## config.mk

```make
export PLATFORM = sky130hd
export DESIGN_NAME = uart_frame_tx
export DESIGN_NICKNAME = d
export VERILOG_FILES = /design/src/rtl/uart_frame_tx.sv
export SDC_FILE = /design/constraint.sdc
export NUM_CORES = 1
export LEC_CHECK = 0
export BUFFER_PORTS_ARGS = -buffer_cell sky130_fd_sc_hd__buf_2
export CAP_MARGIN = 0
export CORE_ASPECT_RATIO = 0.5
export CORE_UTILIZATION = 47
export CTS_BUF_LIST = sky130_fd_sc_hd__clkbuf_8
export DETAILED_ROUTE_END_ITERATION = 12
export PLACE_DENSITY_LB_ADDON = 0.25
export SLEW_MARGIN = 5
export SYNTH_ARGS = -nofsm -noshare
export SYNTH_HDL_FRONTEND = slang
export SYNTH_SLANG_ARGS = --single-unit
```

## constraint.sdc

```tcl
create_clock -name clk_20m -period 3.4 [get_ports clk_20m]
set_clock_uncertainty 0.15 [all_clocks]
set_input_delay 0.17 -clock clk_20m [delete_from_list [all_inputs] [get_ports clk_20m]]
set_output_delay 0.17 -clock clk_20m [all_outputs]
set_load 0.01 [all_outputs]
```

## src/rtl/uart_frame_tx.sv

```systemverilog
// UART frame transmitter: latches an N_BYTES word on a data_rdy request and
// sends it as one 8N1 frame: optional header, payload MSB byte first, optional
// mod-256 checksum. Contains its own baud divider and serialiser.
module uart_frame_tx #(
  parameter int unsigned CLK_HZ    = 20000000,
  parameter int unsigned BAUD      = 500000,
  parameter int unsigned N_BYTES   = 3,
  parameter int unsigned HEADER_EN = 1,
  parameter logic [7:0]  HEADER    = 8'd123,
  parameter int unsigned CSUM_EN   = 0
) (
  input  logic                   clk_20m,
  input  logic                   rst_n,
  input  logic [8*N_BYTES-1:0]   data,
  input  logic                   data_rdy,
  output logic                   tx,
  output logic                   transm_rdy,
  output logic                   frame_done,
  output logic                   overrun
);

  // Clock cycles per bit; integer truncation, no fractional correction.
  localparam int unsigned DIV    = CLK_HZ / BAUD;
  localparam int unsigned NB     = N_BYTES + HEADER_EN + CSUM_EN;
  localparam int unsigned CntW   = (DIV > 1) ? $clog2(DIV) : 1;
  localparam int unsigned FrameW = 8 * NB;

  localparam logic [CntW-1:0] BaudLoad = CntW'(DIV - 1);
  // Byte index is 5 bits wide so it covers up to 17 bytes without wrapping.
  localparam logic [4:0]      LastByte = 5'(NB - 1);

  typedef enum logic [2:0] {
    StIdle,
    StStart,
    StData,
    StStop,
    StDone
  } state_e;

  state_e              state_q, state_d;
  logic [CntW-1:0]     baud_q, baud_d;
  logic [2:0]          bit_q, bit_d;
  logic [4:0]          byte_q, byte_d;
  logic [FrameW-1:0]   frame_q, frame_d;
  logic [7:0]          shift_q, shift_d;
  logic                armed_q, armed_d;
  logic                ovr_q, ovr_d;

  logic [7:0]          csum;
  logic [FrameW-1:0]   frame_word;
  logic [7:0]          cur_byte;
  logic                accept;
  logic                baud_tick;

  // Checksum over the payload bytes only; the header is excluded.
  always_comb begin
    csum = 8'h00;
    for (int unsigned i = 0; i < N_BYTES; i++) begin
      csum = csum + data[8*i +: 8];
    end
  end

  // Assemble the complete frame with the first byte to send in the top lane.
  always_comb begin
    frame_word = '0;
    frame_word[8*CSUM_EN +: 8*N_BYTES] = data;
    if (HEADER_EN != 0) begin
      frame_word[8*(NB-1) +: 8] = HEADER;
    end
    if (CSUM_EN != 0) begin
      frame_word[7:0] = csum;
    end
  end

  assign cur_byte   = frame_q[FrameW-1 -: 8];
  assign baud_tick  = (baud_q == '0);
  assign transm_rdy = (state_q == StIdle) || (state_q == StDone);
  assign accept     = data_rdy && armed_q && transm_rdy;

  // Request qualification: a request re-arms only after data_rdy is seen low.
  always_comb begin
    ovr_d   = data_rdy && armed_q && !transm_rdy;
    armed_d = armed_q;
    if (!data_rdy) begin
      armed_d = 1'b1;
    end else if (accept || ovr_d) begin
      armed_d = 1'b0;
    end
  end

  // Next-state logic for the frame sequencer and its counters.
  always_comb begin
    state_d = state_q;
    baud_d  = baud_q;
    bit_d   = bit_q;
    byte_d  = byte_q;
    frame_d = frame_q;
    shift_d = shift_q;

    unique case (state_q)
      StIdle, StDone: begin
        if (accept) begin
          state_d = StStart;
          baud_d  = BaudLoad;
          bit_d   = 3'd0;
          byte_d  = 5'd0;
          frame_d = frame_word;
        end else begin
          state_d = StIdle;
        end
      end

      StStart: begin
        if (baud_tick) begin
          state_d = StData;
          baud_d  = BaudLoad;
          bit_d   = 3'd0;
          shift_d = cur_byte;
        end else begin
          baud_d = baud_q - 1'b1;
        end
      end

      StData: begin
        if (baud_tick) begin
          baud_d  = BaudLoad;
          shift_d = {1'b0, shift_q[7:1]};
          if (bit_q == 3'd7) begin
            state_d = StStop;
          end else begin
            bit_d = bit_q + 3'd1;
          end
        end else begin
          baud_d = baud_q - 1'b1;
        end
      end

      StStop: begin
        if (baud_tick) begin
          if (byte_q < LastByte) begin
            // Next start bit follows the stop bit with no idle gap.
            state_d = StStart;
            baud_d  = BaudLoad;
            byte_d  = byte_q + 5'd1;
            frame_d = frame_q << 8;
          end else begin
            state_d = StDone;
            baud_d  = '0;
          end
        end else begin
          baud_d = baud_q - 1'b1;
        end
      end

      default: begin
        state_d = StIdle;
      end
    endcase
  end

  // State and datapath registers; reset abandons any frame in flight.
  always_ff @(posedge clk_20m or negedge rst_n) begin
    if (!rst_n) begin
      state_q <= StIdle;
      baud_q  <= '0;
      bit_q   <= 3'd0;
      byte_q  <= 5'd0;
      frame_q <= '0;
      shift_q <= 8'h00;
      armed_q <= 1'b1;
      ovr_q   <= 1'b0;
    end else begin
      state_q <= state_d;
      baud_q  <= baud_d;
      bit_q   <= bit_d;
      byte_q  <= byte_d;
      frame_q <= frame_d;
      shift_q <= shift_d;
      armed_q <= armed_d;
      ovr_q   <= ovr_d;
    end
  end

  // Line driver: start bit low, data LSB first, stop and idle high.
  always_comb begin
    tx = 1'b1;
    unique case (state_q)
      StStart: tx = 1'b0;
      StData:  tx = shift_q[0];
      default: tx = 1'b1;
    endcase
  end

  assign frame_done = (state_q == StDone);
  assign overrun    = ovr_q;

endmodule

```

==> results of run 1 <==
[state kept, by name (all words and copies together), names as in the netlist]
signal / flops
byte_q: 5
baud_q: 6
shift_q: 8
frame_q: 32
overrun: 1
state_q: 3
bit_q: 3
armed_q: 1
[report_power, final]
group | switching (µW) | total [µW] | internal [µW]
clock | 304 | 594 | 290
sequential | 0.578 | 704 | 703
combinational | 25.7 | 59.9 | 34.2
[per-stage QoR]
stage | power (µW) | hold slack, ns
3_5_place_dp | 755 | 0.184
3_3_place_gp | 754 | 0.181
5_1_grt | 1410 | 0.0522
2_1_floorplan | 723 | -0.276
6_report | 1360 | 0.00193
4_1_cts | 1370 | 0.00288
[cell families after synthesis]
| logic type | share of synthesized area [%] |
|---|---|
| xor+xnor | 0.942 |
| simple gates | 16.9 |
| compound gates | 14.3 |
| buf+inv | 4.48 |
| mux | 8.65 |
| fa+ha+maj | 1.79 |
| flops | 53.0 |
[cells in the final DEF, fill, tap and decap left out, types with 3 or more instances in the layout]
master and n:
dfrtp_1 58, nand2_1 50, buf_2 30, dlygate4sd3_1 25, o21ai_0 23, mux2i_1 23
a21oi_1 11, inv_1 10, nor2_1 10, clkbuf_8 10, nor3_1 9, nand3_1 9
o21ai_1 6, buf_4 6, ha_1 4, and2_1 3, xnor2_1 3, nor4_1 3
nand2b_1 3, a22o_1 3, clkinvlp_4 3
[worst paths after layout]
| kind | end | slack [ns] |
|---|---|---|
| min reg2reg | frame_q[5]$_DFFE_PN0P_ | 0.32 |
| max reg2reg | frame_q[28]$_DFFE_PN0P_ | 0.95 |
| max in group asynchronous | frame_q[24]$_DFFE_PN0P_ | 1.91 |
| min | frame_q[17]$_DFFE_PN0P_ | 0.002 |
| max | frame_q[28]$_DFFE_PN0P_ | 0.95 |
| min in group asynchronous | baud_q[2]$_DFFE_PN0P_ | 0.41 |
[routing by layer]
layer | share of wire (%) | GRT usage (%) | wire [µm] | up-vias
met1 | 47 | 26.6 | 2730 | 1008
met5 | 0 | 0 | 0 | -
met2 | 47 | 35.0 | 2730 | 53
met3 | 5.1 | 8.53 | 298 | 8
li1 | - | - | - | 1088
met4 | 1.3 | 5.28 | 76 | 0
[timing repair]
action / CTS / global route
endpoints found under the hold margin: 74 / 0
hold buffers: 25 / 0
buffers inserted: 0 / 0
[cell type report]
| cell class | count | share of cell area [%] |
|---|---|---|
| flip-flops and latches | 59 | 42.8 |
| clock inverters | 6 | 1.41 |
| repair buffers | 61 | 12.9 |
| inverters | 10 | 1.09 |
| multi-input cells | 194 | 35.1 |
| well taps | 73 | 2.65 |
| clock buffers | 10 | 3.99 |
[worst reg2reg max path: cells and delay by family, from the launching register on]
family	cells	cell delay, ns
AND/OR/NAND/NOR	2	0.87
buffers and inverters	2	0.43
flip-flops	1	0.41
AO/OA/AOI/OAI	2	0.27
adder cells (fa/ha/maj)	1	0.20
==> metrics list, run 1 <==
- Number of enable-type register cells in the synthesized netlist: 0
* Result of the run: finished, violations left
- Site Rows: 19
* Total non-filler cell area in the finished layout: around 3500 µm²
- Combined buffer and inverter count along the critical path: 2
* Worst slack, placed: 0.959 ns
* Number of slew-limit violations in the final report: 0
* Fmax: 409 MHz
- Critical Path Max Stage Delay: ~0.63 ns
- Cell with the largest stage delay on the worst path: nor3b_1
- Number of antenna repair diodes: 0
- Most repeated cell in the gate-level netlist after synthesis: dfrtp_1
- Final #Nets: 366
* Y dimension of the die: 56.5 µm
- R2r worst-path depth: 7
* Static power due to leakage: 0.00165 µW
* Startpoint of the most critical setup path: baud_q[0]$_DFFE_PN0P_
- Ports placed on the boundary: 31
- Reg2Reg Launch Point: baud_q[0]$_DFFE_PN0P_
- Measured against its own limit, the worst slew margin works out to roughly 25%.
- The wire-length estimate of the detail-placed layout is 3740 µm.
- Once placement completed, the tool counted placed cells totaling around 370.
* Vias: roughly 2200
- Setup-violating endpoint count in the final report: 0
- After detailed routing, the number of remaining DRC violations is 2.
- Worst vdd rail ir drop: 0.259 mV
* Full die area: ~6300 µm²
- Number of fill cells in the layout: 483
- Flip-flop and latch area: 1480 µm²
* Die Wd: 111 µm
- Summed over all failing endpoints, the final setup total negative slack is 0 ns.
- Summing all multi-input logic gate instances after layout gives 1210 µm².
* Worst-case clock buffer depth: 2
- Max-cap violations: 0
- Cell taking the most area after synthesis: dfrtp_1
- Min-Delay Path Class: in2reg
- Count of cell types in the netlist: 49
- The tree is rooted in a clkbuf_8.
* Endpoint required time on the critical path: around 3.5 ns
- Walking the worst path, the cells encountered are inv_1 > ha_1 > nor3b_1 > a41oi_4 > buf_4 > nor3_1 > a21oi_1.
- The worst path meets setup with 0.953 ns of slack.
- Counting instances in the post-synthesis netlist gives the leading cell types as dfrtp_1 (58), nand2_1 (50), mux2i_1 (23), o21ai_0 (23), a21oi_1 (11).
- After clock tree synthesis, the repair step resized 0 gates.
- Origin of the worst min-delay path: data[17]
* Vias in the first global route: 2131
* Total GRT Usage: 21.3%
- H-tree lvl count: 3
- In the synthesized netlist the dominant register cell turns out to be dfrtp_1.
* Starting Density: 49.7%
- The detail route stage leaves a number of antenna-violating nets equal to 0.
- The number of nets in the synthesized netlist is 311.
- The area growth from synthesis to layout is 23.7%.
- Synthesis produced 280 cells.
- At the worst endpoint, the arrival time is 2.51 ns.
- The worst path in the final design needs a cycle of 2.45 ns, including I/O delays and setup.
* Total core area: 5610 µm²
- For the pin with the worst max-slew slack, the measured transition is ~1.1 ns.
- Antenna violations before repair: 0
- Violated checks: DRC
- Area share of the leading cell type in the synthesized netlist: 52.0%
- Area contributors post-synth: dfrtp_1 (52%), mux2i_1 (8.3%), nand2_1 (6.7%), o21ai_0 (4.1%), a21oi_1 (2.0%)
- Fraction of layout instances using a drive strength above 1: 18.8%
* Wire length of the first global-routing pass: 10100 µm
* Async set or reset register ratio after synthesis: between 90% and 100%
- In this run the worst path has a maximum fanout of 56.
- Each instance of the synthesized netlist takes up on average 9.96 µm².
- TritonCTS built the clock tree.
* Worst setup path category: reg2reg
- Clock-pin slew was measured on the worst setup and hold paths at 0.07 ns.
* Count of final hold-check violations: 0
* Cts bufs inserted: 9
* Wire length after detailed routing: 5840 µm
- At the later pin of the worst-skew pair, clock insertion delay measures 0.35 ns.
- During synthesis, Yosys emitted a total of 0 warnings.
- Dividing total power by cell area gives a power density of approximately 400 nW/µm².
* Netlist area before placement: between 2000 and 3000 µm²
- Buffers placed on the I/O ports in this run total 30.
- The congestion estimate from routability-driven global placement came to 0.721.
- Entering global routing, the biggest net connects 57 pins.
* Share of the yosys chip area belonging to registers: between 50% and 60%
- Largest delay contributor family on the critical path: simple AND/OR/NAND/NOR gates
* Non-filler cells in the finished layout: between 400 and 500
- After detailed placement, the total cell area comes to 3010 µm².
- In the routed layout, each cell is associated on average with a via count of 5.22.
- Final global-route overflow total: 0
* Depth of the worst hold-timing path: 3
- STA classifies the critical path startpoint as a flip-flop.
* Drt initial violations: 100
- Counting flops and latches in the post-synthesis netlist gives 59.
* Worst setup EP type: flip-flop
- The clock net in this run drives a total of 59 sinks.
- Setup repair after global routing left no endpoint under its margin.
* Wire length per cell after detailed routing: 14.1 µm
- Detailed Routing Iterations Pass 1: 8
* Logic depth of the worst setup path including buffers: 7
- Core utilization of the finished layout: between 60 and 70%
* Final critical-path share of the clock period: 72.0%
Note: power is estimated with default switching activity, not from simulation.
==> run 2, diff against run 1 <==
==> constraint.sdc (replaced) <==
create_clock -name clk_20m -period 2.1 [get_ports clk_20m]
set_clock_uncertainty 0.15 [all_clocks]
set_input_delay 0.105 -clock clk_20m [delete_from_list [all_inputs] [get_ports clk_20m]]
set_output_delay 0.105 -clock clk_20m [all_outputs]
set_load 0.01 [all_outputs]
==> metrics list, run 2 (synthesis gave the netlist of run 1 again) <==
* Combined buffer and inverter count along the critical path: 3 (was 2)
* Largest regs: frame_q: 32 flops, shift_q: 8 flops, baud_q: 6 flops (unchanged)
- Clock edge transition at the registers on the reported setup and hold paths: 0.07 ns (about the same)
- The deepest clock path buffer count came to 2 (unchanged).
* Number of slew-limit violations in the final report: 0 (unchanged)
- The critical setup path kind was reg2reg (unchanged).
- The total wire length is 6230 µm (was 5840 µm).
- The detail-routed via count per cell came to 5.23 (was 5.22).
- Y dimension of the die: 56.5 µm (unchanged)
* Cts bufs inserted: 9 (unchanged)
- The measured slew at the worst slew-check pin came to 0.547 ns (was 1.12 ns).
* Total core area: 5610 µm² (unchanged)
- Antenna violations before repair: 0 (unchanged)
- The number of buffers inserted by port buffering was 30 (unchanged).
- The data arrival time of the critical path was 2.10 ns (was 2.51 ns).
- Worst skew pair latency: 0.34 ns (was 0.35 ns)
- H-tree lvl count: 3 (unchanged)
- The standby leakage power is 0.00173 µW (was 0.00165 µW).
* DP Wirelength: 3770 µm (was 3740 µm)
* Power density cells: 627 nW/µm² (was 393 nW/µm²)
- Most flops, register: frame_q (unchanged)
- The clock sink count came to 59 (unchanged).
* Site Rows: 19 (unchanged)
- The worst slew margin relative to its limit came to 63.2% (was 25.4%).
- Highest-count cells in the layout ignoring fill and taps: dfrtp_1 (56), nand2_1 (48), buf_2 (30) (was dfrtp_1 (58), nand2_1 (50), buf_2 (30)).
* Ordered cell list for the critical path: inv_2 > ha_2 > or3b_1 > buf_4 > nor4_2 > buf_4 > a211o_1 > o21ai_0 (was inv_1 > ha_1 > nor3b_1 > a41oi_4 > buf_4 > nor3_1 > a21oi_1)
* Non-filler cells in the finished layout: 426 (was 413)
- The number of maximum-capacitance violations is 0 (unchanged).
- Count of final hold-check violations: 0 (unchanged)
- The worst ir drop on vdd is 0.411 mV (was 0.259 mV).
- The maximum achievable frequency is 490 MHz (was 409 MHz).
* Number of fill cells in the layout: 443 (was 483)
* Die Wd: 111 µm (unchanged)
- The final layout net count is 379 (was 366).
- Vias in the first global route: 2193 (was 2131)
- The pre-CTS worst setup slack is -0.0337 ns (was 0.959 ns).
* Fraction of layout instances using a drive strength above 1: 24.6% (was 18.8%)
- The kind of path behind the tightest hold check was in2async (was in2reg).
- Most common cell after layout, fill and taps aside: dfrtp_1 (unchanged)
- Root buffer cell: clkbuf_8 (unchanged)
* Drt initial violations: 89 (was 100)
- The mean routed wirelength per cell is 14.6 µm (was 14.1 µm).
- Final critical-path share of the clock period: 97.3% (was 72.0%)
* Largest net degree at the start of global routing: 60 (was 57)
- Violated checks: DRC (unchanged)
- Counting stages on the worst path, the most repeated cell is buf_4.
* Full die area: 6270 µm² (unchanged)
* Number of placed instances, taps included: 383 (was 372)
- TritonCTS clock tree: yes (unchanged)
- The initial core utilization was 49.7% (unchanged).
- The global-route track usage on met1 came to 27.9% (was 26.6%).
* Total GRT Usage: 22.0% (was 21.3%)
- The nature of the critical path endpoint is a flip-flop (unchanged).
- Result of the run: finished, violations left (unchanged).
- Placer congestion estimate: 0.760 (was 0.721)
* Critical Path Max Stage Delay: 0.40 ns (was 0.63 ns)
- Final global-route overflow total: 0 (unchanged)
* Setup-violating endpoint count in the final report: 0 (unchanged)
- The shortest period the worst path allows was 2.04 ns (was 2.45 ns).
* GRT met3 Usage: 7.67% (was 8.53%)
- Detailed Routing Iterations Pass 1: 8 (unchanged)
- Number of antenna repair diodes: 0 (unchanged)
- Ports placed on the boundary: 31 (unchanged)
* GR Layer Usage met2: 36.1% (was 35.0%)
- Wire length of the first global-routing pass: 10600 µm (was 10100 µm)
- The final worst setup slack is 0.0571 ns (was 0.953 ns).
* Post-synthesis to final-layout area growth: 30.6% (was 23.7%)
- Largest delay contributor family on the critical path: simple AND/OR/NAND/NOR gates (unchanged)
- The flip-flop count of the largest register after layout came to 32 (unchanged).
- The worst slack on hold paths came to 0.151 ns (was 0.00193 ns).
- The number of design rule violations left after detail routing is 2 (unchanged).
* Vias: 2230 (was 2157)
- The remaining number of nets flagged by the antenna check after routing was 0 (unchanged).
- Endpoint required time on the critical path: 2.16 ns (was 3.46 ns)
* Busiest layer in global routing: met2 (unchanged)
- Critical path peak fanout: 5 (was 56)
- The element type at the critical path start is a flip-flop (unchanged).
* Cell with the largest stage delay on the worst path: dfrtp_1 (was nor3b_1)
## run 2: per-stage QoR
stage / power [µW] / cell area [µm²] / TNS, ns / util, %
after global routing: 2380 / 3640 / -0.0362 / 65.0
after detailed placement: 1230 / 3130 / -0.0578 / 55.8
after global placement: 1220 / 3130 / 0 / 55.8
after floorplan: 1170 / 2800 / -0.861 / -
final: 2280 / 3640 / 0 / 65.0
after CTS: 2310 / 3600 / 0 / 64.1
## run 2: repair_timing
action / CTS / global route
endpoints found under the hold margin: 85 / 0
endpoints found under the setup margin: 2 / 13
gates resized for setup: 1 / 9
hold buffers: 26 / 0
setup buffers: 0 / 1
pin swaps: 0 / 1
## run 2: worst register-to-register path: cells and delay by family, from the launching register on
kind / cells / cell delay, ns
buf+inv: 3 / 0.45
fa+ha+maj: 1 / 0.18
compound gates: 2 / 0.19
flops: 1 / 0.40
simple gates: 2 / 0.54
## run 2: worst paths after layout
kind,cells past startpoint,slack [ns],to,start
worst max-delay path,8,0.06,baud_q[0]$_DFFE_PN0P_,baud_q[1]$_DFFE_PN0P_
worst min-delay path,3,0.15,state_q[2]$_DFFE_PN0P_,rst_n
worst max register to register,8,0.06,baud_q[0]$_DFFE_PN0P_,baud_q[1]$_DFFE_PN0P_
worst min register to register,2,0.32,frame_q[5]$_DFFE_PN0P_,frame_q[5]$_DFFE_PN0P_
max in group asynchronous,3,1.34,armed_q$_DFFE_PN1P_,rst_n
min in group clk_20m,3,0.31,armed_q$_DFFE_PN1P_,data_rdy
## run 2: metal layers
layer | vias to the layer above | wire, µm
met5 | - | 0
met1 | 1046 | 2940
met2 | 59 | 2900
met3 | 6 | 329
met4 | 0 | 64
li1 | 1119 | -
## run 2: final cells by class
| cell class | count | area, µm² | area share [%] |
|---|---|---|---|
| clock buffers | 9 | 124 | 3.40 |
| clock inverters | 7 | 76.3 | 2.09 |
| inverters | 10 | 37.5 | 1.03 |
| multi-input cells | 194 | 1260 | 34.7 |
| flip-flops and latches | 59 | 1480 | 40.6 |
| well taps | 73 | 91.3 | 2.51 |
| repair buffers | 74 | 571 | 15.7 |
## run 2: where the power goes
| group | total, µW | switching (µW) | internal (µW) |
|---|---|---|---|
| Clock | 1040 | 488 | 555 |
| Combinational | 102 | 42.4 | 59.4 |
| Sequential | 1140 | 0.915 | 1140 |
| Total | 2280 | 532 | 1750 |
==> run 3, diff against run 2 <==
--- a/config.mk
+++ b/config.mk
@@ -7,8 +7,10 @@
 export LEC_CHECK = 0
 export BUFFER_PORTS_ARGS = -buffer_cell sky130_fd_sc_hd__buf_2
 export CAP_MARGIN = 0
+export CELL_PAD_IN_SITES_DETAIL_PLACEMENT = 0
+export CELL_PAD_IN_SITES_GLOBAL_PLACEMENT = 1
 export CORE_ASPECT_RATIO = 0.5
-export CORE_UTILIZATION = 47
+export CORE_UTILIZATION = 42
 export CTS_BUF_LIST = sky130_fd_sc_hd__clkbuf_8
 export DETAILED_ROUTE_END_ITERATION = 12
 export PLACE_DENSITY_LB_ADDON = 0.25
==> metrics list, run 3 (synthesis gave the netlist of run 1 again) <==
- Clock edge transition at the registers on the reported setup and hold paths: 0.06 ns (was 0.07 ns)
* Worst setup EP type: flip-flop (unchanged)
* Clock period minus worst slack: 2.07 ns (was 2.04 ns)
* Vias in the first global route: 2170 (was 2193)
- The floorplan die area is 6990 µm² (was 6270 µm²).
- Root buffer cell: clkbuf_8 (unchanged)
- Site Rows: 20 (was 19)
- Endpoint required time on the critical path: 2.16 ns (about the same)
- The mean routed wirelength per cell is 13.5 µm (was 14.6 µm).
- Setup repair after global routing could not meet its margin everywhere.
- The kind of path behind the tightest hold check is in2async (unchanged).
* Ports placed on the boundary: 31 (unchanged)
- The number of levels in the clock H-tree was 3 (unchanged).
* Final ANT Viol Nets: 0 (unchanged)
* Drt initial violations: 100 (was 89)
- The layout filler cell count came to 529 (was 443).
- The area added between synthesis and finish came to 32.5% (was 30.6%).
* Largest net degree at the start of global routing: 57 (was 60)
* Via count normalized by instance count: 5.04 (was 5.23)
- Number of buffers added on ports: 30 (unchanged)
- The post-layout total power is 2210 µW (was 2280 µW).
* Critical path peak fanout: 5 (unchanged)
- The width of the die came to 117 µm (was 111 µm).
- The summed area of non-filler cells in the final layout came to 3700 µm² (was 3640 µm²).
- Cts bufs inserted: 9 (unchanged)
- The number of maximum-capacitance violations came to 0 (unchanged).
- Static power due to leakage: 0.00177 µW (was 0.00173 µW)
- Highest-count cells in the layout ignoring fill and taps: dfrtp_1 (57), nand2_1 (48), buf_2 (30) (was dfrtp_1 (56), nand2_1 (48), buf_2 (30))
* Y dimension of the die: 59.6 µm (was 56.5 µm)
* Most flops, register: frame_q (unchanged)
* Fmax: 484 MHz (was 490 MHz)
- The worst ir drop on vdd was 0.403 mV (was 0.411 mV).
* Final critical-path share of the clock period: 98.4% (was 97.3%)
* Final global-route overflow total: 0 (unchanged)
- The element type at the critical path start is a flip-flop (unchanged).
- The initial core utilization was 44.8% (was 49.7%).
* Signal arrival time at the worst endpoint: 2.12 ns (was 2.10 ns)
- The first-pass iteration count of the detailed router was 4 (was 8).
- Fraction of layout instances using a drive strength above 1: 25.4% (was 24.6%)
- Hold Slack: 0.0603 ns (was 0.151 ns)
- Worst setup path category: reg2reg (unchanged)
* Total GRT Usage: 19.7% (was 22.0%)
- Non-filler cells in the finished layout: 446 (was 426)
* Number of slew-limit violations in the final report: 0 (unchanged)
- Worst skew pair latency: 0.34 ns (about the same)
- Count of final hold-check violations: 0 (unchanged)
- Antenna violations before repair: 0 (unchanged)
- The final layout net count came to 386 (was 379).
- The clock sink count was 59 (unchanged).
- Number of placed instances, taps included: 400 (was 383)
- Largest regs: frame_q: 32 flops, shift_q: 8 flops, baud_q: 6 flops (unchanged).
- Placed instance area: 3150 µm² (was 3130 µm²)
- The wire length of the first global-routing pass was 10100 µm (was 10600 µm).
- Result of the run: finished, final reports clean (was finished, violations left)
* Worst-case clock buffer depth: 2 (unchanged)
- The final RePlAce weighted congestion is 0.787 (was 0.760).
* Slew of the pin with the lowest slew margin: 0.487 ns (was 0.547 ns)
- The number of vias in the routed layout came to 2246 (was 2230).
* Post-detailed-route DRC marker count: 0 (was 2)
- The worst slew margin relative to its limit was 67.2% (was 63.2%).
- The placeable core region came to 6230 µm² (was 5610 µm²).
- The count of inserted antenna diode cells came to 0 (unchanged).
- Wire length after detailed routing: 6020 µm (was 6230 µm)
- Power density cells: 598 nW/µm² (was 627 nW/µm²)
- The total setup violations reported at the end of the flow came to 0 (unchanged).
* DP Wirelength: 3860 µm (was 3770 µm)
- The flip-flop count of the largest register after layout was 32 (unchanged).
- The TritonCTS clock tree is yes (unchanged).
- The leading cell type in the layout, fill and taps excluded was dfrtp_1 (unchanged).
## run 3: changes by cell type in the layout (fill, tap and decap cells not counted), sizes merged
cell	delta
buf	+7
clkinvlp	-2
inv	-1
clkbuf	+1
## run 3: final cells by class
class,instances,area [µm²],share of cell area [%]
Clock buffer,10,138,3.72
Clock inverter,4,43.8,1.18
Inverter,10,37.5,1.02
Multi-Input combinational cell,194,1270,34.5
Sequential cell,59,1480,40.0
Tap cell,88,110,2.98
Timing Repair Buffer,81,614,16.6
## run 3: critical path, cell delays in order, from the launching register on
cell and delay (ns):
dfrtp_1 0.39, inv_2 0.09, ha_4 0.14, or3b_4 0.40
buf_6 0.15, nor4_4 0.29, buf_4 0.17, a211o_1 0.09
o21ai_1 0.06
## run 3: final timing paths
| kind | startpoint | to | slack [ns] | depth (start not counted) |
|---|---|---|---|---|
| worst min register to register | frame_q[6]$_DFFE_PN0P_ | frame_q[6]$_DFFE_PN0P_ | 0.32 | 2 |
| worst max register to register | baud_q[1]$_DFFE_PN0P_ | baud_q[0]$_DFFE_PN0P_ | 0.03 | 8 |
| min in group clk_20m | frame_q[6]$_DFFE_PN0P_ | frame_q[6]$_DFFE_PN0P_ | 0.32 | 2 |
| max in group asynchronous | rst_n | frame_q[20]$_DFFE_PN0P_ | 1.05 | 3 |
| worst min-delay path | rst_n | state_q[2]$_DFFE_PN0P_ | 0.06 | 2 |
| worst max-delay path | baud_q[1]$_DFFE_PN0P_ | baud_q[0]$_DFFE_PN0P_ | 0.03 | 8 |
## run 3: metal layers
layer | vias up | track usage [%] | part of all wire [%]
li1 | 1127 | - | -
met5 | - | 0 | 0
met1 | 1067 | 24.8 | 49
met3 | 10 | 8.28 | 4.7
met4 | 0 | 4.70 | 1.2
met2 | 42 | 31.8 | 45
## run 3: stage by stage
| step | setup slack, ns | utilization (%) | setup TNS, ns |
|---|---|---|---|
| after detailed placement | -0.0387 | 50.6 | -0.0745 |
| final | 0.0331 | 59.3 | 0 |
| after global placement | 0.0229 | 50.6 | 0 |
| after floorplan | -0.108 | - | -0.861 |
| after CTS | 0.0166 | 57.9 | 0 |
| after global routing | -0.0396 | 59.3 | -0.0569 |
## run 3: where the power goes
| group | switching [µW] | internal [µW] | leakage [µW] |
|---|---|---|---|
| Combinational | 41.5 | 57.8 | 0.000934 |
| Sequential | 1.21 | 1140 | 0.000737 |
| Clock | 412 | 558 | 0.0000992 |
| Total | 455 | 1760 | 0.00177 |
## run 3: timing repair
| item | in CTS | in global routing |
|---|---|---|
| hold endpoints to repair | 85 | 0 |
| setup buffers | 0 | 6 |
| resized for setup | 3 | 12 |
| hold buffers | 26 | 0 |
| pin swaps | 1 | 1 |
| endpoints found under the setup margin | 13 | 15 |
